`src/rtl/regfile_wb_arbiter.sv`:
```
// Writeback arbiter sharing one register-file write port between the ALU and load paths.
// Define WB_MEM_PRIORITY_EN for fixed mem-over-ALU priority; the default build is round-robin.

module regfile_wb_fifo #(
    parameter int DEPTH = 2
) (
    input  logic        i_clk,
    input  logic        i_rst,
    input  logic        i_push,
    input  logic [4:0]  i_rd,
    input  logic [63:0] i_data,
    input  logic        i_pop,
    output logic        o_full,
    output logic        o_empty,
    output logic [4:0]  o_rd,
    output logic [63:0] o_data,
    output logic [31:0] o_busy
);
    localparam int AW = $clog2(DEPTH);
    localparam int CW = AW + 1;

    logic [4:0]    r_rd   [DEPTH];
    logic [63:0]   r_data [DEPTH];
    logic [AW-1:0] r_wp;
    logic [AW-1:0] r_rp;
    logic [CW-1:0] r_cnt;

    always_ff @(posedge i_clk) begin
        if (i_rst) begin
            r_wp  <= '0;
            r_rp  <= '0;
            r_cnt <= '0;
        end else begin
            if (i_push) begin
                r_rd[r_wp]   <= i_rd;
                r_data[r_wp] <= i_data;
                r_wp         <= r_wp + AW'(1);
            end
            if (i_pop) begin
                r_rp <= r_rp + AW'(1);
            end
            r_cnt <= r_cnt + CW'(i_push) - CW'(i_pop);
        end
    end

    assign o_full  = (r_cnt == CW'(DEPTH));
    assign o_empty = (r_cnt == '0);
    assign o_rd    = r_rd[r_rp];
    assign o_data  = r_data[r_rp];

    // An entry is live when its distance from the read pointer is below the occupancy.
    always_comb begin
        logic [AW-1:0] v_off;
        o_busy = '0;
        v_off  = '0;
        for (int i = 0; i < DEPTH; i++) begin
            v_off = AW'(i) - r_rp;
            if ({1'b0, v_off} < r_cnt) begin
                o_busy[r_rd[i]] = 1'b1;
            end
        end
    end
endmodule

module regfile_wb_arbiter #(
    parameter int DEPTH = 2
) (
    input  logic        Clk,
    input  logic        Reset,
    input  logic        alu_valid,
    output logic        alu_ready,
    input  logic [4:0]  alu_rd,
    input  logic [63:0] alu_data,
    input  logic        mem_valid,
    output logic        mem_ready,
    input  logic [4:0]  mem_rd,
    input  logic [63:0] mem_data,
    output logic [4:0]  RW,
    output logic [63:0] BusW,
    output logic        RegWr,
    output logic [31:0] busy_mask
);
    // Handshake: a producer transfers on a posedge where valid && ready; ready is
    // !Reset && FIFO not full, never looks at valid, and there is no pass-through when full.
    logic        w_alu_full, w_alu_empty, w_alu_push;
    logic        w_mem_full, w_mem_empty, w_mem_push;
    logic [4:0]  w_alu_head_rd, w_mem_head_rd;
    logic [63:0] w_alu_head_data, w_mem_head_data;
    logic [31:0] w_alu_busy, w_mem_busy, w_out_busy;
    logic        w_grant_alu, w_grant_mem;

    assign alu_ready  = !Reset && !w_alu_full;
    assign mem_ready  = !Reset && !w_mem_full;
    // Writes to XZR complete the handshake but are dropped here.
    assign w_alu_push = alu_valid && alu_ready && (alu_rd != 5'd31);
    assign w_mem_push = mem_valid && mem_ready && (mem_rd != 5'd31);

    regfile_wb_fifo #(.DEPTH(DEPTH)) u_alu_fifo (
        .i_clk   (Clk),
        .i_rst   (Reset),
        .i_push  (w_alu_push),
        .i_rd    (alu_rd),
        .i_data  (alu_data),
        .i_pop   (w_grant_alu),
        .o_full  (w_alu_full),
        .o_empty (w_alu_empty),
        .o_rd    (w_alu_head_rd),
        .o_data  (w_alu_head_data),
        .o_busy  (w_alu_busy)
    );

    regfile_wb_fifo #(.DEPTH(DEPTH)) u_mem_fifo (
        .i_clk   (Clk),
        .i_rst   (Reset),
        .i_push  (w_mem_push),
        .i_rd    (mem_rd),
        .i_data  (mem_data),
        .i_pop   (w_grant_mem),
        .o_full  (w_mem_full),
        .o_empty (w_mem_empty),
        .o_rd    (w_mem_head_rd),
        .o_data  (w_mem_head_data),
        .o_busy  (w_mem_busy)
    );

`ifdef WB_MEM_PRIORITY_EN
    always_comb begin
        w_grant_mem = !w_mem_empty;
        w_grant_alu = !w_alu_empty && w_mem_empty;
    end
`else
    // r_last_mem = 1 when the most recent grant went to the load path.
    logic r_last_mem;

    always_ff @(posedge Clk) begin
        if (Reset) begin
            r_last_mem <= 1'b1;
        end else if (w_grant_alu) begin
            r_last_mem <= 1'b0;
        end else if (w_grant_mem) begin
            r_last_mem <= 1'b1;
        end
    end

    always_comb begin
        w_grant_alu = 1'b0;
        w_grant_mem = 1'b0;
        if (!w_alu_empty && !w_mem_empty) begin
            w_grant_alu = r_last_mem;
            w_grant_mem = !r_last_mem;
        end else begin
            w_grant_alu = !w_alu_empty;
            w_grant_mem = !w_mem_empty;
        end
    end
`endif

    always_ff @(posedge Clk) begin
        if (Reset) begin
            RegWr <= 1'b0;
            RW    <= '0;
            BusW  <= '0;
        end else if (w_grant_alu) begin
            RegWr <= 1'b1;
            RW    <= w_alu_head_rd;
            BusW  <= w_alu_head_data;
        end else if (w_grant_mem) begin
            RegWr <= 1'b1;
            RW    <= w_mem_head_rd;
            BusW  <= w_mem_head_data;
        end else begin
            RegWr <= 1'b0;
        end
    end

    assign w_out_busy = RegWr ? (32'd1 << RW) : 32'd0;
    assign busy_mask  = (w_alu_busy | w_mem_busy | w_out_busy) & 32'h7FFF_FFFF;
endmodule
```
`config.mk`:
```
export PLATFORM = sky130hd
export DESIGN_NAME = regfile_wb_arbiter
export DESIGN_NICKNAME = d
export VERILOG_FILES = /design/src/rtl/regfile_wb_arbiter.sv
export SDC_FILE = /design/constraint.sdc
export NUM_CORES = 1
export LEC_CHECK = 0
export CAP_MARGIN = 20
export CORE_ASPECT_RATIO = 0.9
export CORE_MARGIN = 4
export CORE_UTILIZATION = 55
export CTS_BUF_LIST = sky130_fd_sc_hd__clkbuf_2 sky130_fd_sc_hd__clkbuf_4 sky130_fd_sc_hd__clkbuf_8
export DETAILED_ROUTE_END_ITERATION = 16
export DONT_BUFFER_PORTS = 1
export PLACE_DENSITY = 0.78
export SYNTH_ARGS = -nofsm -noshare
export SYNTH_HDL_FRONTEND = slang
export SYNTH_SLANG_ARGS = --single-unit
```
`constraint.sdc`:
```
create_clock -name Clk -period 5.85 [get_ports Clk]
set_clock_uncertainty 0.1 [all_clocks]
set_input_delay 1.17 -clock Clk [delete_from_list [all_inputs] [get_ports Clk]]
set_output_delay 1.17 -clock Clk [all_outputs]
set_load 0.02 [all_outputs]
```
* Yosys cells after proc, flatten, opt, wreduce, memory -nomap -nowiden
Memories as Yosys holds them, arrays and structs flattened. A register that Yosys moved wholly into a read port is not among the register bits.
Index checks and enable logic that the tools add are counted.
** Storage, ports and cells
- Register bits after elaboration :: 79
- Bits in writable memories :: 276
- Output and inout port bits :: 104
- Memories :: 4
** Cells by class
- $add $sub $neg :: 12
- Order comparisons :: 12
- Equal/unequal tests :: 4
- Shifts and indexed selects :: 1
- Multiplexer cells :: 37
- Bitwise operators :: 4
- Reduce and logical (&&, ||, !) cells :: 20
** Memory list
- u_alu_fifo.r_data :: words 2, width 64, rd ports 1, clocked after memory_dff 1, write ports 1, RTL line 23 : logic [63:0] r_data [DEPTH];
- u_mem_fifo.r_data :: words 2, width 64, rd ports 1, clocked after memory_dff 1, write ports 1, RTL line 23
- u_alu_fifo.r_rd :: words 2, width 5, rd ports 3, clocked after memory_dff 1, write ports 1, RTL line 22 : logic [4:0] r_rd [DEPTH];
- u_mem_fifo.r_rd :: words 2, width 5, rd ports 3, clocked after memory_dff 1, write ports 1, RTL line 22
** Operators with widths (count)
- 31-bit 2-to-1 mux :: 5
- 64-bit 2-to-1 mux :: 2
- 31-bit OR :: 4
- 1-bit by 5-bit << shifter with 31-bit output (first input constant) :: 1
- 5-bit by 6-bit < comparator with 1-bit output (second input constant) :: 4
- 1-bit 2-to-1 mux :: 24
- 1-bit demux with 5-bit select :: 4
- 5-bit by 1-bit greater-or-equal comparator with 1-bit output (second input constant) :: 4
- 1-bit logical AND :: 11
- 5-bit 2-to-1 mux :: 2
- 5-bit inequality test (second input constant) :: 2
- 1-bit by 2-bit < comparator with 1-bit output :: 4
- 1-bit logical NOT :: 6
- 1-bit adder (second input constant) :: 4
- 2-bit by 1-bit adder with 2-bit output :: 2
- 2-bit == test (second input constant) :: 2
- 2-bit logical NOT :: 2
- 1-bit subtractor (first input constant) :: 4
- 2-bit by 1-bit subtractor with 2-bit output :: 2
- 2-bit nonzero test :: 1

* Longest topological paths before layout
An unclocked memory read counts as a cell.
- Word-level depth :: 10
- Depth in mapped cells :: 11
- Gate-level depth less buffers :: 9

* Hierarchy
From an unflattened synthesis, not the netlist that was laid out.
** Unflattened totals
- Cell total of the unflattened synthesis :: 1088
- Area total of the unflattened synthesis :: 15534.9 µm²
** By module, submodules not included
- regfile_wb_fifo (u_mem_fifo) :: instances 1, cells an instance 307, area an instance 5667.9 µm², seq. area each 4244.1 µm²
- regfile_wb_fifo (u_alu_fifo) :: instances 1, cells an instance 303, area an instance 5657.9 µm², seq. area each 4244.1 µm²
- regfile_wb_arbiter :: instances 1, cells an instance 478, area an instance 4209.0 µm², seq. area each 1421.4 µm²

* Least setup slack after synthesis
OpenSTA, ideal clock, no wires.
- Path kind :: input to register
- Start :: input port Reset
- End :: memory u_alu_fifo.r_data[1][0] (enable)
- Data arrival time :: 4.715 ns
- Required time :: 5.254 ns
- Slack :: 0.539 ns
- Stages on the path :: 5
- Path buffers :: 1
- Cell sequence :: clkbuf_1 -> inv_1 -> o211ai_1 -> or2_2 -> nor2_1
** On the way
- Word-level cells in the longest chain between the ends :: 7
** Ends and longest elaborated chain
- start: declaration :: RTL line 69 : input logic Reset,
- 1-bit logical NOT :: RTL line 92 : assign alu_ready = !Reset && !w_alu_full;
- 1-bit logical AND :: RTL line 92
- 1-bit logical AND (2 in series) :: RTL line 95 : assign w_alu_push = alu_valid && alu_ready && (alu_rd != 5'd31);
- 1-bit 2-to-1 mux :: RTL line 34 : if (i_push) begin
- 1-bit 2-to-1 mux (*) :: RTL line 29 : if (i_rst) begin
- 1-bit 2-to-1 mux (implied by the code) (*) :: RTL line 36 : r_data[r_wp] <= i_data;
- end: declaration :: RTL line 23
Every way passes the cells marked *; elsewhere a longest branch is shown, timed or not.

* Worst setup path in the final report
- Start :: register u_alu_fifo.r_cnt[0]
- End :: output port busy_mask[12]
** On the way
- Word-level cells in the longest chain between the ends :: 6
- Elaborated cells on any way between the ends :: 7
** Ends and longest elaborated chain
- start: declaration :: RTL line 26 : logic [CW-1:0] r_cnt;
- start signal: assignment :: RTL line 42 : r_cnt <= r_cnt + CW'(i_push) - CW'(i_pop);
- 1-bit by 2-bit < comparator with 1-bit output :: RTL line 58 : if ({1'b0, v_off} < r_cnt) begin
- 31-bit 2-to-1 mux :: RTL line 58
- 31-bit OR (no line)
- 31-bit 2-to-1 mux (*) :: RTL line 58
- 31-bit OR (*) (2 in series) :: RTL line 177 : assign busy_mask = (w_alu_busy | w_mem_busy | w_out_busy) & 32'h7FFF_FFFF;
- end: declaration :: RTL line 81 : output logic [31:0] busy_mask
Marks and branches as above.

==> results by group <==
Die
  – Row count: 56
  – Die Ht: 163.8 µm
  – Die area: 0.02965 mm²
  – Core area: 0.02628 mm²
  – Top Ports: 246
  – Starting Density: 0.5642
  – Die X: 181.1 µm

Final layout
  – Multi-input gate area: 0.004527 mm²
  – Diode count: 0
  – Fill count: 1951
  – Layout net count: 1187
  – Synthesis-to-layout area growth: 9.673%
  – Layout cells sized above 1: 0.2357
  – Fin area: 0.01626 mm²
  – Seq. cell area: 0.009917 mm²

Setup path
  – Crit path from: u_alu_fifo.r_cnt[0]$_SDFF_PP0_
  – CP Launch Type: register
  – Crit Path Max Fanout: 9
  – Reg-to-Reg Start: u_alu_fifo.r_cnt[1]$_SDFF_PP0_
  – Required @ worst endpoint: 4.58 ns
  – Crit end category: output pin
  – Critical-path cell list: inv_1 -> o21ai_1 -> nor3b_2 -> a221o_1
  – Crit Path Category: register to output pin
  – CP bufs+invs: 1
  – CP top delay family: compound AO/OA/AOI/OAI gates
  – Max incr delay on CP: 0.66 ns
  – Arr. time, crit path: 2.79 ns
  – Slowest-stage cell, CP: nor3b_2

Timing
  – Fmax: 0.2465 GHz
  – Final period util: 0.6935
  – Endpoints failing setup: 0
  – Max-slew violation total from the final report: 0
  – Min Tclk post-route: 4.057 ns
  – Unrepaired setup endpoints after global routing: false
  – Worst slew margin: 0.3466
  – Setup TNS: 0 ns
  – WHS: 0.3947 ns
  – Least-Margin Pin Slew: 0.9778 ns
  – Hold Vio Cnt, Final: 0

Pwr
  – Power Total: 7.979 mW
  – Peak supply drop: 303.8 µV
  – Leak: 5.344 nW
  – Power Density: 490.8 mW/mm²

CTS
  – Post-CTS setup-driven buffer insertion count: 0
  – Cts hold-fix bufs: 0
  – PostCTS Resize Cnt: 0
  – Clock slew at reported path FFs: 0.06 ns
  – CTS Buffer Depth: 3
  – Sink Count: 357
  – TritonCTS clock tree: done
  – CTS root buffer: clkbuf_8
  – H-tree depth: 2
  – Skew-Pair Late Insertion Delay: 0.58 ns
  – Total CTS buffers: 54

Yosys
  – Syn nets: 1192
  – Ys flop type: edfxtp_1
  – Async set-reset flop share out of synthesis: 0
  – #FFs+latches synth: 357
  – Cell accounting for the most synthesized area: edfxtp_1
  – Syn Inst Count: 1046
  – Seq/Total Area, Yosys: 0.6685
  – Largest cells by area after synthesis: edfxtp_1 56%, dfxtp_1 11%, mux2_2 7.7%
  – Synth top area share: 0.5591
  – Yosys warning count: 0
  – Post-synth EDFFs: 276
  – Avg Cell Area, Syn: 14.17 µm²
  – Cell with the most instances after synthesis: edfxtp_1
  – Synth Cell Area: 0.01482 mm²
  – Post-synth cell types: 54
  – Top post-synthesis cells by count: 276 x edfxtp_1, 101 x mux2_2, 81 x dfxtp_1

Placed design
  – Placed Area: 0.01504 mm²
  – RD Place Congestion: 1.037
  – IO Port Bufs: 0
  – Detailed Place HPWL: 24020 µm

Run
  – Max-cap violation count: 0

Routing
  – DRT Wirelength: 36860 µm
  – Drt drc: 0
  – Drt via density: 6.382
  – Routed vias: 9152
  – Final ANT Viol Nets: 0
  – DR pass1 iterations: 6
  – First DRT Iteration DRCs: 912
  – Avg WL per Cell: 25.70 µm

Hold path
  – Startpoint of the worst hold path: u_mem_fifo.r_wp$_SDFFE_PP0P_
  – Hold Path Class: register to register

Global route
  – Pin count of the biggest net entering global routing: 84
  – Tot GR Track Use: 0.2438
  – Vias in the first global route: 9380
  – Initial antenna violation count: 0
  – First-pass GRT wire length: 56340 µm
  – Grt ovf: 0

Run status
  – Status: complete, no violations
routing by layer:
layer	vias to the layer above	global-route usage	wire length, µm
met2	487	0.3896	17200
met4	0	0.06105	764
li1	4077	-	-
met5	-	0	0
met3	82	0.09278	4306
met1	4506	0.3200	14580
cells in the final DEF, fill, tap and decap left out, types with 13 or more instances in the layout:
master | Yosys | routed
nor2_1 | 43 | 41
mux2i_1 | 18 | 18
nor2b_1 | 28 | 28
nand3_1 | 34 | 34
clkbuf_4 | 0 | 23
a2111oi_0 | 13 | 13
a2111oi_2 | 23 | 23
dfxtp_1 | 81 | 79
clkbuf_8 | 0 | 62
a22oi_1 | 69 | 69
a21oi_1 | 61 | 61
mux2_2 | 101 | 101
inv_1 | 15 | 13
nand2_1 | 72 | 72
edfxtp_1 | 276 | 276
worst paths after layout:
path / slack [ns] / cells after the start / endpoint
max: 1.79 / 4 / busy_mask[12]
min: 0.39 / 2 / u_mem_fifo.r_wp$_SDFFE_PP0P_
max reg2reg: 2.67 / 5 / BusW[4]$_SDFFE_PP0P_
min reg2reg: 0.39 / 2 / u_mem_fifo.r_wp$_SDFFE_PP0P_
sequential cells by signal (all words and copies together), names as in the netlist, named ones only:
register	count
RW	5
u_mem_fifo.r_wp	1
u_mem_fifo.r_rd	10
u_alu_fifo.r_rd	10
u_alu_fifo.r_rp	1
r_last_mem	1
u_mem_fifo.r_cnt	2
u_alu_fifo.r_cnt	2
u_alu_fifo.r_data	128
RegWr	1
u_mem_fifo.r_rp	1
u_mem_fifo.r_data	128
BusW	64
u_alu_fifo.r_wp	1
worst reg2reg max path: stages (launching register included):
cell and delay [ns]:
dfxtp_1 0.58, nor2_2 0.13, nor2_4 0.66, buf_4 0.84
a2111oi_0 0.22, a2111oi_0 0.50
cell families after synthesis:
kind of cell,count (synthesis),synth area share
AOI/OAI and AO/OA,233,0.1243
DFF,357,0.6685
other,1,0.0002530
buffers and inverters,87,0.02751
adders and majority gates,4,0.003376
xor gates and xnor gates,6,0.003545
and+or+nand+nor,239,0.08364
muxes,119,0.08888
power by group:
group | switching [mW] | total, mW | internal, mW
sequential | 0.637 | 3.77 | 3.13
combinational | 1.28 | 2.02 | 0.746
clock | 0.933 | 2.19 | 1.26
total | 2.85 | 7.98 | 5.13
metrics by stage:
stage,util,setup slack (ns),cells
finish,0.6188,1.793,1434
CTS,0.6180,1.857,1433
global route,0.6188,1.627,1434
floorplan,-,0.5387,1046
global placement,0.5723,2.464,1332
detailed placement,0.5723,2.416,1332
area by class of cell:
type	count	area share
Multi-Input combinational cell	602	0.2784
Timing Repair Buffer	11	0.007388
Clock inverter	16	0.01070
Tap cell	348	0.02678
Inverter	15	0.003617
Clock buffer	85	0.06311
Sequential cell	357	0.6100
Power figures use the tool's default switching activity.
